<file path="src/rtl/lsu_bus_if.sv">
// Single-outstanding req/ack data bus between the load/store unit and memory.
interface lsu_bus_if #(
  parameter int ADDR_W = 32
) ();
  logic              bus_req;
  logic              bus_we;
  logic [ADDR_W-1:0] bus_addr;
  logic [31:0]       bus_wdata;
  logic [3:0]        bus_wstrb;
  logic              bus_ack;
  logic [31:0]       bus_rdata;

  modport master (
    output bus_req, bus_we, bus_addr, bus_wdata, bus_wstrb,
    input  bus_ack, bus_rdata
  );

  modport slave (
    input  bus_req, bus_we, bus_addr, bus_wdata, bus_wstrb,
    output bus_ack, bus_rdata
  );
endinterface : lsu_bus_if

</file>
<file path="src/rtl/load_store_unit.sv">
// Load/store unit: takes one decoded load or store at a time, runs it on the
// req/ack bus, formats load data for writeback and stalls the core meanwhile.
// Misaligned, illegal and timed-out accesses complete with lsu_fault set.
module load_store_unit #(
  parameter int ADDR_W         = 32,
  parameter int TIMEOUT_CYCLES = 16
) (
  input  logic              clk,
  input  logic              rst,
  input  logic              rd_en,
  input  logic              wr_en,
  input  logic [2:0]        mem_acc_mode,
  input  logic [ADDR_W-1:0] addr,
  input  logic [31:0]       store_data,
  output logic              lsu_stall,
  output logic [31:0]       load_data,
  output logic              load_valid,
  output logic              lsu_fault,
  lsu_bus_if.master         bus
);

  localparam logic [2:0] MODE_B  = 3'b000;
  localparam logic [2:0] MODE_H  = 3'b001;
  localparam logic [2:0] MODE_W  = 3'b010;
  localparam logic [2:0] MODE_BU = 3'b011;
  localparam logic [2:0] MODE_HU = 3'b100;

  localparam int CNT_W = (TIMEOUT_CYCLES > 1) ? $clog2(TIMEOUT_CYCLES + 1) : 1;

  typedef enum logic [1:0] {
    S_IDLE = 2'd0,
    S_REQ  = 2'd1,
    S_DONE = 2'd2
  } state_e;

  state_e            r_state;
  state_e            w_next;

  logic [ADDR_W-1:0] r_addr;
  logic [2:0]        r_mode;
  logic [31:0]       r_sd;
  logic              r_we;
  logic [CNT_W-1:0]  r_cnt;
  logic [31:0]       r_load_data;
  logic              r_fault;

  logic              w_req;
  logic              w_fault;
  logic              w_timeout;
  logic [7:0]        w_byte;
  logic [15:0]       w_half;
  logic [31:0]       w_load_fmt;

  // Request decode and fault classification on the live controller inputs.
  assign w_req   = rd_en | wr_en;
  assign w_fault = (rd_en & wr_en)
                 | (mem_acc_mode inside {3'b101, 3'b110, 3'b111})
                 | (wr_en & ((mem_acc_mode == MODE_BU) | (mem_acc_mode == MODE_HU)))
                 | (((mem_acc_mode == MODE_H) | (mem_acc_mode == MODE_HU)) & addr[0])
                 | ((mem_acc_mode == MODE_W) & (addr[1:0] != 2'b00));

  // Last no-ack REQ cycle before the timeout limit; disabled when the limit is 0.
  assign w_timeout = (TIMEOUT_CYCLES != 0) && (32'(r_cnt) == TIMEOUT_CYCLES - 1);

  // Extract the addressed lane from the read word and extend it.
  always_comb begin
    // NOTE: every always_comb output gets a default first so no path leaves it unassigned (no latch).
    w_load_fmt = '0;
    w_byte     = bus.bus_rdata[{r_addr[1:0], 3'b000} +: 8];
    w_half     = r_addr[1] ? bus.bus_rdata[31:16] : bus.bus_rdata[15:0];
    if (!r_we) begin
      case (r_mode)
        MODE_B:  w_load_fmt = {{24{w_byte[7]}}, w_byte};
        MODE_BU: w_load_fmt = {24'h0, w_byte};
        MODE_H:  w_load_fmt = {{16{w_half[15]}}, w_half};
        MODE_HU: w_load_fmt = {16'h0, w_half};
        MODE_W:  w_load_fmt = bus.bus_rdata;
        default: w_load_fmt = '0;
      endcase
    end
  end

  // State register.
  always_ff @(posedge clk or posedge rst) begin
    // NOTE: sequential state uses non-blocking assignments so every flop samples pre-edge values.
    if (rst) r_state <= S_IDLE;
    else     r_state <= w_next;
  end

  // Access context, timeout counter and result registers.
  always_ff @(posedge clk or posedge rst) begin
    if (rst) begin
      r_addr      <= '0;
      r_mode      <= '0;
      r_sd        <= '0;
      r_we        <= 1'b0;
      r_cnt       <= '0;
      r_load_data <= '0;
      r_fault     <= 1'b0;
    end else begin
      case (r_state)
        S_IDLE: begin
          r_cnt <= '0;
          if (w_req) begin
            r_addr  <= addr;
            r_mode  <= mem_acc_mode;
            r_sd    <= store_data;
            r_we    <= wr_en;
            r_fault <= w_fault;
            if (w_fault) r_load_data <= '0;
          end
        end
        S_REQ: begin
          if (bus.bus_ack) begin
            r_load_data <= w_load_fmt;
            r_fault     <= 1'b0;
          end else if (w_timeout) begin
            r_load_data <= '0;
            r_fault     <= 1'b1;
          end else begin
            r_cnt <= r_cnt + 1'b1;
          end
        end
        default: ;
      endcase
    end
  end

  // Next-state logic; an ack in the timeout cycle takes precedence.
  always_comb begin
    w_next = r_state;
    case (r_state)
      S_IDLE:  if (w_req) w_next = w_fault ? S_DONE : S_REQ;
      S_REQ:   if (bus.bus_ack || w_timeout) w_next = S_DONE;
      S_DONE:  w_next = S_IDLE;
      default: w_next = S_IDLE;
    endcase
  end

  // Outputs decoded from state; bus fields are zero outside REQ.
  always_comb begin
    lsu_stall     = ((r_state == S_IDLE) & w_req) | (r_state == S_REQ);
    load_valid    = (r_state == S_DONE);
    lsu_fault     = (r_state == S_DONE) & r_fault;
    load_data     = r_load_data;
    bus.bus_req   = 1'b0;
    bus.bus_we    = 1'b0;
    bus.bus_addr  = '0;
    bus.bus_wdata = '0;
    bus.bus_wstrb = 4'b0000;
    if (r_state == S_REQ) begin
      bus.bus_req  = 1'b1;
      bus.bus_we   = r_we;
      bus.bus_addr = {r_addr[ADDR_W-1:2], 2'b00};
      if (r_we) begin
        case (r_mode)
          MODE_B: begin
            bus.bus_wdata = {4{r_sd[7:0]}};
            bus.bus_wstrb = 4'b0001 << r_addr[1:0];
          end
          MODE_H: begin
            bus.bus_wdata = {2{r_sd[15:0]}};
            bus.bus_wstrb = r_addr[1] ? 4'b1100 : 4'b0011;
          end
          default: begin
            bus.bus_wdata = r_sd;
            bus.bus_wstrb = 4'b1111;
          end
        endcase
      end
    end
  end

endmodule : load_store_unit
</file>
<file path="src/flat_wrapper.sv">
// flat-port wrapper written by rule: the top's interface ports become plain ports
module load_store_unit_flat 
#(
  parameter int ADDR_W         = 32,
  parameter int TIMEOUT_CYCLES = 16
)
  (clk, rst, rd_en, wr_en, mem_acc_mode, addr, store_data, lsu_stall, load_data, load_valid, lsu_fault, bus_bus_req, bus_bus_we, bus_bus_addr, bus_bus_wdata, bus_bus_wstrb, bus_bus_ack, bus_bus_rdata);
  lsu_bus_if #(.ADDR_W(ADDR_W)) bus_i ();
  input  logic clk;
  input  logic rst;
  input  logic rd_en;
  input  logic wr_en;
  input  logic [2:0] mem_acc_mode;
  input  logic [ADDR_W-1:0] addr;
  input  logic [31:0] store_data;
  output logic lsu_stall;
  output logic [31:0] load_data;
  output logic load_valid;
  output logic lsu_fault;
  output wire logic [$bits(bus_i.bus_req)-1:0] bus_bus_req;
  output wire logic [$bits(bus_i.bus_we)-1:0] bus_bus_we;
  output wire logic [$bits(bus_i.bus_addr)-1:0] bus_bus_addr;
  output wire logic [$bits(bus_i.bus_wdata)-1:0] bus_bus_wdata;
  output wire logic [$bits(bus_i.bus_wstrb)-1:0] bus_bus_wstrb;
  input wire logic [$bits(bus_i.bus_ack)-1:0] bus_bus_ack;
  input wire logic [$bits(bus_i.bus_rdata)-1:0] bus_bus_rdata;
  assign bus_bus_req = bus_i.bus_req;
  assign bus_bus_we = bus_i.bus_we;
  assign bus_bus_addr = bus_i.bus_addr;
  assign bus_bus_wdata = bus_i.bus_wdata;
  assign bus_bus_wstrb = bus_i.bus_wstrb;
  assign bus_i.bus_ack = bus_bus_ack;
  assign bus_i.bus_rdata = bus_bus_rdata;
  load_store_unit #(.ADDR_W(ADDR_W), .TIMEOUT_CYCLES(TIMEOUT_CYCLES)) u_core (.clk(clk), .rst(rst), .rd_en(rd_en), .wr_en(wr_en), .mem_acc_mode(mem_acc_mode), .addr(addr), .store_data(store_data), .lsu_stall(lsu_stall), .load_data(load_data), .load_valid(load_valid), .lsu_fault(lsu_fault), .bus(bus_i));
endmodule
</file>
<file path="config.mk">
export PLATFORM = sky130hd
export DESIGN_NAME = load_store_unit_flat
export DESIGN_NICKNAME = d
export VERILOG_FILES = /design/src/rtl/lsu_bus_if.sv /design/src/rtl/load_store_unit.sv /design/src/flat_wrapper.sv
export SDC_FILE = /design/constraint.sdc
export NUM_CORES = 1
export LEC_CHECK = 0
export BUFFER_PORTS_ARGS = -buffer_cell sky130_fd_sc_hd__buf_2
export CORE_UTILIZATION = 50
export CTS_CLUSTER_SIZE = 24
export DETAILED_ROUTE_END_ITERATION = 12
export GPL_TIMING_DRIVEN = 0
export MAX_ROUTING_LAYER = met4
export PLACE_DENSITY = 0.81
export SLEW_MARGIN = 30
export SYNTH_ARGS = -nofsm -noshare
export SYNTH_HDL_FRONTEND = slang
export SYNTH_SLANG_ARGS = --single-unit
export TNS_END_PERCENT = 1
</file>
<file path="constraint.sdc">
create_clock -name clk -period 4.2 [get_ports clk]
set_input_delay 0.63 -clock clk [delete_from_list [all_inputs] [get_ports clk]]
set_output_delay 0.63 -clock clk [all_outputs]
set_load 0.01 [all_outputs]
</file>
==> impl_results.md, run 1 <==
- Category of the critical setup timing path: register to output pin
- Boundary pin count: 209
- Post-layout power: 4.290 mW
- Number of filler instances in the final layout: 987
- Synthesized instance count: around 650
- Highest-count cells in the layout ignoring fill and taps: nand2_1 (245), buf_2 (221), dfrtp_1 (108)
- Power density cells: 609.9 mW/mm^2
- Core ar.: around 0.011 sq mm
- DRC violations left: 0
- Number of cells upsized or downsized after cts: 0
- Portion of total power attributed to combinational logic: ~46%
- Status: finished clean
- Clock Root Buffer: clkbuf_8
- Overall overflow remaining after global route: 0
- Final routed wirelength across all metal layers: 16,090 microns
- Via count of the first global-routing pass: 5,073
- Main synth FF type: dfrtp_1
- Proportion of total power due to net switching: 43.68%
- Syn Area/Cell: around 8.6 sq um
- H-tree Lvls: 3
- Reg-to-reg endpoint: u_core.load_data[3]$_DFFE_PP0P_
- Sum of met2 wire segment lengths after detailed routing: 7507 microns
- Top routing layer in use: met4
- Final Skew: 0.02034 ns
- Maximum count of clock buffers along a single path: 2
- Largest net degree at the start of global routing: 57
- Dominant cells by area after synthesis: dfrtp_1 (48%), nand2_1 (16%), o2bb2ai_1 (5.0%)
- Data required time at the worst endpoint: 3.57 ns
- Delay-heaviest family, CP: buffers and inverters
- Post-DP HPWL: 11,860 microns
- Worst-case vdd ir drop: roughly 0.27 mV
- DRC marker count from the first detailed-route iteration: 414
- Final max-slew violation count: 0
- Die area: 0.01158 sq mm
- Wire length per cell after detailed routing: between 15 and 20 microns
- Category of the worst setup path launch point: register
- Final-stage net count: ~970
- Relative max-transition margin: 43.81%
- Total inserted antenna cells: 0
- Last weighted congestion value of the routability-driven placer: around 0.90
- CP max stage delay: 0.56 ns
- Global-route usage over all layers: 29.11%
- Number of buffers inserted to repair setup after CTS: 0
- Wire length of the first global-routing pass: 25,190 microns
- Sum of routed wire segments on met1: roughly 7100 microns
- Row cnt: 38
- CP Data Arrival Time: between 2 and 3 ns
- LEAKAGE: 3.846 nW
- Fraction of post-synthesis cell area in the top cell type by area: 48.44%
- Largest area contributor in the netlist: dfrtp_1
- Clock buffer count from CTS: 9
- Port bufs: ~210
- Clock edge transition at the registers on the reported setup and hold paths: 0.11 ns
- FF-to-FF setup slack: 1.79 ns
- Initial antenna violation count: 0
- FF-to-FF Start: u_core.r_cnt[0]$_DFFE_PP0P_
- Vias/cell: 5.418
- Met3 Wirelength: 1207 microns
- Cell area after synthesis: 0.005579 sq mm
- EDFF count, synth: 0
- Cell variety after synth: 53
- Number of hold-slack violations in the final timing report: 0
- Synth warn: 0
- Effective utilization at floorplan: about half
- Hold/Removal Path Class: primary input to async pin
- Clock network latency to the later pin of the worst-skew pair: roughly 0.39 ns
- Fraction of layout instances using a drive strength above 1: 30.53%
- Slowest cell on the critical path: nor2_1
- Max cap viols: 0
- Final Hold Slack: 0.2758 ns
- Post-Route Utilization: 64.89%
- Critical path buffer and inverter count: 3
- TritonCTS clock tree: done
- Endpoints failing setup: 0
- Final worst path period need: between 3 and 4 ns
- Peak Freq: 310.9 MHz
- Floorplan die height: ~110 microns
- Crit path capture type: output pin
- Crit share post-route: 76.57%
- Cell Int Power: about 2.4 mW
- Cells along the critical path: clkbuf_1 -> nor2_1 -> clkbuf_1 -> nor2_1 -> a211oi_1 -> buf_2
- Placed cell area: 0.006817 sq mm
- Area delta synth->final: 26.08%
- Die width: around 110 microns
- Final design area excluding fillers: 0.007034 sq mm
- Flops & latches, synth: 108
- Worst Reg-to-Reg Cells: 9
- Sequential cell fraction of total power: between 30% and 40%
- Number of sinks on the clock net: 108
- FFs w/ async S/R, synth: 100.0%
- Slew @ Worst Pin: 0.8403 ns
- Initial DRT Pass Iterations: 6
- Count of vias placed by the detailed router: around 5,500
- Most common library cell in the layout ignoring fill and taps: nand2_1
- RSZ-0062 raised after global routing: false
- Part of the power in the clock network: 16.1%
- Post-route setup TNS: 0 ns
- Post-route ant nets: 0
- Post-CTS Hold Buffers: 0
- Net switching component of the power: 1.874 mW
- Highest net fanout along the worst path: 10
- Sequential element share of the synthesized area: approximately 48%
per-layer routing:
layer	track usage, %	vias to the layer above
met1	38.17	2587
li1	-	2612
met3	6.538	21
met4	6.947	0
met5	-	-
met2	46.11	241
cell families after synthesis:
group                      after synthesis  synth area share [%]
other                                    1               0.06722
muxes                                   18                 3.498
adders and majority gates                2                0.4485
and+or+nand+nor                        327                 25.03
AOI/OAI and AO/OA                      130                 17.56
xor gates and xnor gates                 1                0.1570
buffers and inverters                   58                 4.799
DFF                                    108                 48.44
flip-flops by register name, indices dropped and copies added (netlist names):
signal	count
u_core.r_addr	32
u_core.load_data	32
u_core.r_cnt	5
u_core.r_we	1
u_core.r_fault	1
u_core.r_sd	32
u_core.r_state	2
u_core.r_mode	3
per-stage QoR:
step	setup slack [ns]	cells
after floorplan	0.7244	646
after global placement	-0.5311	991
after detailed placement	1.366	992
after CTS	0.9971	1008
after global routing	0.8128	1008
final	0.9839	1008
how the worst max path moves through the flow:
stage / startpoint / to / slack [ns] / cells after the start
5_1_grt: u_core.r_mode[1]$_DFFE_PP0P_ / bus_bus_wdata[29] / 0.81 / 6
3_3_place_gp: rst / u_core.r_sd[14]$_DFFE_PP0P_ / -0.53 / 2
4_1_cts: u_core.r_state[1]$_DFFE_PP0P_ / lsu_stall / 1.0 / 7
2_1_floorplan: rst / u_core.load_data[0]$_DFFE_PP0P_ / 0.72 / 1
3_5_place_dp: wr_en / lsu_stall / 1.37 / 6
6_report: u_core.r_mode[1]$_DFFE_PP0P_ / bus_bus_wdata[29] / 0.98 / 6
power by group through the flow:
stage / combinational, mW / clock, mW / sequential [mW]
2_1_floorplan: 1.44 / 0 / 1.57
3_3_place_gp: 1.93 / 0 / 1.62
3_5_place_dp: 1.98 / 0 / 1.62
4_1_cts: 1.98 / 0.695 / 1.61
5_1_grt: 2.21 / 0.741 / 1.66
6_report: 1.99 / 0.689 / 1.61
area by class of cell:
class / instances / area, sq um / area share, %
flip-flops and latches: 108 / 2703 / 38.42
multi-input cells: 480 / 2613 / 37.14
repair buffers: 206 / 1054 / 14.98
plain buffers: 51 / 241.5 / 3.433
well taps: 140 / 175.2 / 2.490
clock buffers: 9 / 123.9 / 1.761
clock inverters: 7 / 93.84 / 1.334
inverters: 7 / 31.28 / 0.4447
Yosys cell counts (3+ instances only):
master	number
a211oi_1	9
a21oi_1	32
a21oi_2	10
a221oi_1	8
a222oi_1	7
a22o_1	4
and2_1	31
and3_1	9
buf_1	5
buf_2	16
buf_6	3
clkbuf_1	25
dfrtp_1	108
inv_1	4
mux2_1	4
mux2_2	4
mux2i_1	9
nand2_1	245
nand2b_1	4
nor2_1	19
nor2b_1	3
o21ai_0	7
o21ai_1	6
o2bb2ai_1	32
No activity file was read; power rests on OpenSTA's default activity.
==> run 2, diff against run 1 <==
==> constraint.sdc (replaced) <==
create_clock -name clk -period 3.2 [get_ports clk]
set_input_delay 0.48 -clock clk [delete_from_list [all_inputs] [get_ports clk]]
set_output_delay 0.48 -clock clk [all_outputs]
set_load 0.01 [all_outputs]
==> run 2 against run 1 <==
  * Critical path depth increased by 2
  * First-iteration DRC count increased by 9.7%
  * Clock skew decreased by 0.0022 ns
  * Via count increased by 1.8%
  * Final cell count increased by 0.30%
  * Register-to-register slack got worse by 1.1 ns
  * Sequential share of layout area decreased by 0.18 points
  * Die area unchanged
  * Utilization increased by 0.31 points
  * Global-route usage increased by 1.0 points
  * Worst setup slack got worse by 0.76 ns
==> impl_results.md, run 2 (synthesis results as in run 1) <==
- Category of the critical setup timing path: register to output pin (unchanged)
- Net switching component of the power: 2.494 mW (was 1.874 mW)
- Largest net degree at the start of global routing: 30 (was 57)
- Fraction of layout instances using a drive strength above 1: 30.88% (was 30.53%)
- Critical path buffer and inverter count: 5 (was 3)
- RSZ-0062 raised after global routing: false (unchanged)
- CP max stage delay: 0.38 ns (was 0.56 ns)
- Slew @ Worst Pin: 0.8620 ns (was 0.8403 ns)
- Placed cell area: 0.006875 sq mm (was 0.006817 sq mm)
- Relative max-transition margin: 42.35% (was 43.81%)
- Non-filler cells, final: 1,011 (was 1,008)
- Category of the worst setup path launch point: register (unchanged)
- Worst-case vdd ir drop: 0.3942 mV (was 0.2687 mV)
- Clock buffer count from CTS: 9 (unchanged)
- Post-route setup TNS: 0 ns (unchanged)
- Instance count after placement with tap cells included: 995 (was 992)
- Die area: 0.01158 sq mm (unchanged)
- Delay-heaviest family, CP: buffers and inverters (unchanged)
- Overall overflow remaining after global route: 0 (unchanged)
- Most common library cell in the layout ignoring fill and taps: nand2_1 (unchanged)
- Last weighted congestion value of the routability-driven placer: 0.8775 (was 0.9009)
- Met3 Wirelength: 1438 microns (was 1207 microns)
- DRC violations left: 0 (unchanged)
- Final Skew: 0.01816 ns (was 0.02034 ns)
- Sum of met2 wire segment lengths after detailed routing: 7719 microns (was 7507 microns)
- Core ar.: 0.01084 sq mm (unchanged)
- Final worst path period need: about 3.0 ns
- Boundary pin count: 209 (unchanged)
- Final design area excluding fillers: 0.007068 sq mm (was 0.007034 sq mm)
- Slowest cell on the critical path: clkbuf_1 (was nor2_1)
- Crit path capture type: output pin (unchanged)
- Number of buffers inserted to repair setup after CTS: 0 (unchanged)
- Number of hold-slack violations in the final timing report: 0 (unchanged)
- Hold/Removal Path Class: primary input to async pin (unchanged)
- Worst path depth: 8 (was 6)
- Post-Route Utilization: 65.20% (was 64.89%)
- Sequential cell fraction of total power: 38.0% (was 37.6%)
- Clock network latency to the later pin of the worst-skew pair: 0.38 ns (was 0.39 ns)
- Status: finished clean (unchanged)
- Worst Reg-to-Reg Cells: 9 (unchanged)
- Final-stage net count: 972 (was 969)
- Via count of the first global-routing pass: 5,322 (was 5,073)
- Count of vias placed by the detailed router: 5,560 (was 5,461)
- Crit share post-route: 93.01%
- Portion of total power attributed to combinational logic: 47.1% (was 46.3%)
- Reg-to-reg endpoint: u_core.load_data[7]$_DFFE_PP0P_ (was u_core.load_data[3]$_DFFE_PP0P_)
- H-tree Lvls: 3 (unchanged)
- Initial DRT Pass Iterations: 6 (unchanged)
- Peak Freq: 336.0 MHz
- Proportion of total power due to net switching: 44.56% (was 43.68%)
- Max cap viols: 0 (unchanged)
- Final max-slew violation count: 0 (unchanged)
- LEAKAGE: 3.856 nW (was 3.846 nW)
- TritonCTS clock tree: done (unchanged)
- Number of sinks on the clock net: 108 (unchanged)
- Area delta synth->final: 26.69% (was 26.08%)
- FF-to-FF setup slack: 0.72 ns (was 1.79 ns)
- Highest net fanout along the worst path: 10 (unchanged)
- Data required time at the worst endpoint: 2.72 ns (was 3.57 ns)
- Initial antenna violation count: 0 (unchanged)
- Clock Root Buffer: clkbuf_8 (unchanged)
- CP Data Arrival Time: 2.50 ns (was 2.59 ns)
- Clock edge transition at the registers on the reported setup and hold paths: 0.12 ns (was 0.11 ns)
- Endpoints failing setup: 0 (unchanged)
- Cells along the critical path: clkbuf_1 -> nand2b_1 -> inv_2 -> nand2_1 -> clkbuf_1 -> buf_2 -> a21oi_1 -> buf_2 (was clkbuf_1 -> nor2_1 -> clkbuf_1 -> nor2_1 -> a211oi_1 -> buf_2)
- Row cnt: 38 (unchanged)
- DRC marker count from the first detailed-route iteration: 454 (was 414)
- Floorplan die height: 107.6 microns (unchanged)
- Global-route usage over all layers: 30.13% (was 29.11%)
- Vias/cell: 5.500 (was 5.418)
- Highest-count cells in the layout ignoring fill and taps: nand2_1 (245), buf_2 (221), dfrtp_1 (108) (unchanged)
- Effective utilization at floorplan: 51.47% (unchanged)
- Sum of routed wire segments on met1: 6901 microns (was 7102 microns)
- Post-DP HPWL: 12,260 microns (was 11,860 microns)
- Number of filler instances in the final layout: 980 (was 987)
- Total inserted antenna cells: 0 (unchanged)
- Power density cells: 791.7 mW/mm^2 (was 609.9 mW/mm^2)
- Maximum count of clock buffers along a single path: 2 (unchanged)
- Final routed wirelength across all metal layers: 16,410 microns (was 16,090 microns)
- Wire length of the first global-routing pass: 26,170 microns (was 25,190 microns)
- FF-to-FF Start: u_core.r_cnt[0]$_DFFE_PP0P_ (unchanged)
- Post-route ant nets: 0 (unchanged)
- Port bufs: 205 (unchanged)
- Wire length per cell after detailed routing: 16.23 microns (was 15.96 microns)
- Cell Int Power: 3.102 mW (was 2.417 mW)
- Die width: 107.6 microns (unchanged)
- Part of the power in the clock network: 14.9% (was 16.1%)
- Top routing layer in use: met4 (unchanged)
[run 2: cell types whose count changed in the layout (fill, tap and decap cells not counted)]
cell        before  now
clkinv_8         1    0
inv_8            2    3
buf_12           0    3
nor2_2           0    1
nor2_1          19   18
bufinv_16        1    0
clkinvlp_4       1    3
clkinv_4         1    0
[run 2: layout make-up]
cell class              instances  area [sq um]  share of cell area, %
flip-flops and latches        108          2703                  38.24
multi-input cells             480          2615                  37.00
repair buffers                209          1114                  15.76
plain buffers                  51         241.5                  3.417
well taps                     140         175.2                  2.478
clock buffers                   9         123.9                  1.753
clock inverters                 7         66.31                 0.9382
inverters                       7         30.03                 0.4249
[run 2: worst register-to-register path: cells and delay by family (launching register included)]
| kind | cells | cell delay (ns) |
|---|---|---|
| compound gates | 3 | 0.51 |
| fa+ha+maj | 2 | 0.46 |
| buf+inv | 2 | 0.43 |
| flops | 1 | 0.43 |
| simple gates | 2 | 0.57 |
[run 2: worst max path at each step]
stage	end	from
after global routing	bus_bus_wdata[12]	u_core.r_state[1]$_DFFE_PP0P_
after floorplan	bus_bus_wdata[29]	u_core.r_mode[2]$_DFFE_PP0P_
after CTS	bus_bus_wdata[29]	u_core.r_mode[2]$_DFFE_PP0P_
final	bus_bus_wdata[12]	u_core.r_state[1]$_DFFE_PP0P_
after detailed placement	bus_bus_wdata[29]	u_core.r_mode[1]$_DFFE_PP0P_
after global placement	bus_bus_wdata[29]	u_core.r_mode[1]$_DFFE_PP0P_
[run 2: metal layers]
metal  GRT usage, %  up-vias
met2          48.99      290
met5              -        -
met3          6.780       25
li1               -     2618
met1          37.90     2627
met4          8.415        0
[run 2: metrics by stage]
stage | power [mW] | setup WS, ns | hold slack (ns)
finish | 5.596 | 0.2237 | 0.03215
global route | 6.012 | 0.01122 | 0.02596
CTS | 5.577 | 0.1377 | 0.02795
detailed placement | 4.750 | 0.5713 | 0.4412
global placement | 4.668 | 0.5759 | 0.4504
floorplan | 3.947 | 1.132 | 0.4374
[run 2: timing repair]
item / 4_1_cts / 5_1_grt
hold buffers: 0 / 0
gates resized for setup: 0 / 1
setup endpoints to repair: 0 / 2
hold endpoints to repair: 0 / 0
[run 2: power by group through the flow]
stage                     logic [mW]  clock network [mW]  registers (mW)
after floorplan                 1.89                   0            2.06
after global placement          2.54                   0            2.13
after detailed placement        2.61                   0            2.14
after CTS                       2.62               0.840            2.12
after global routing            2.94               0.891            2.18
final                           2.63               0.835            2.13
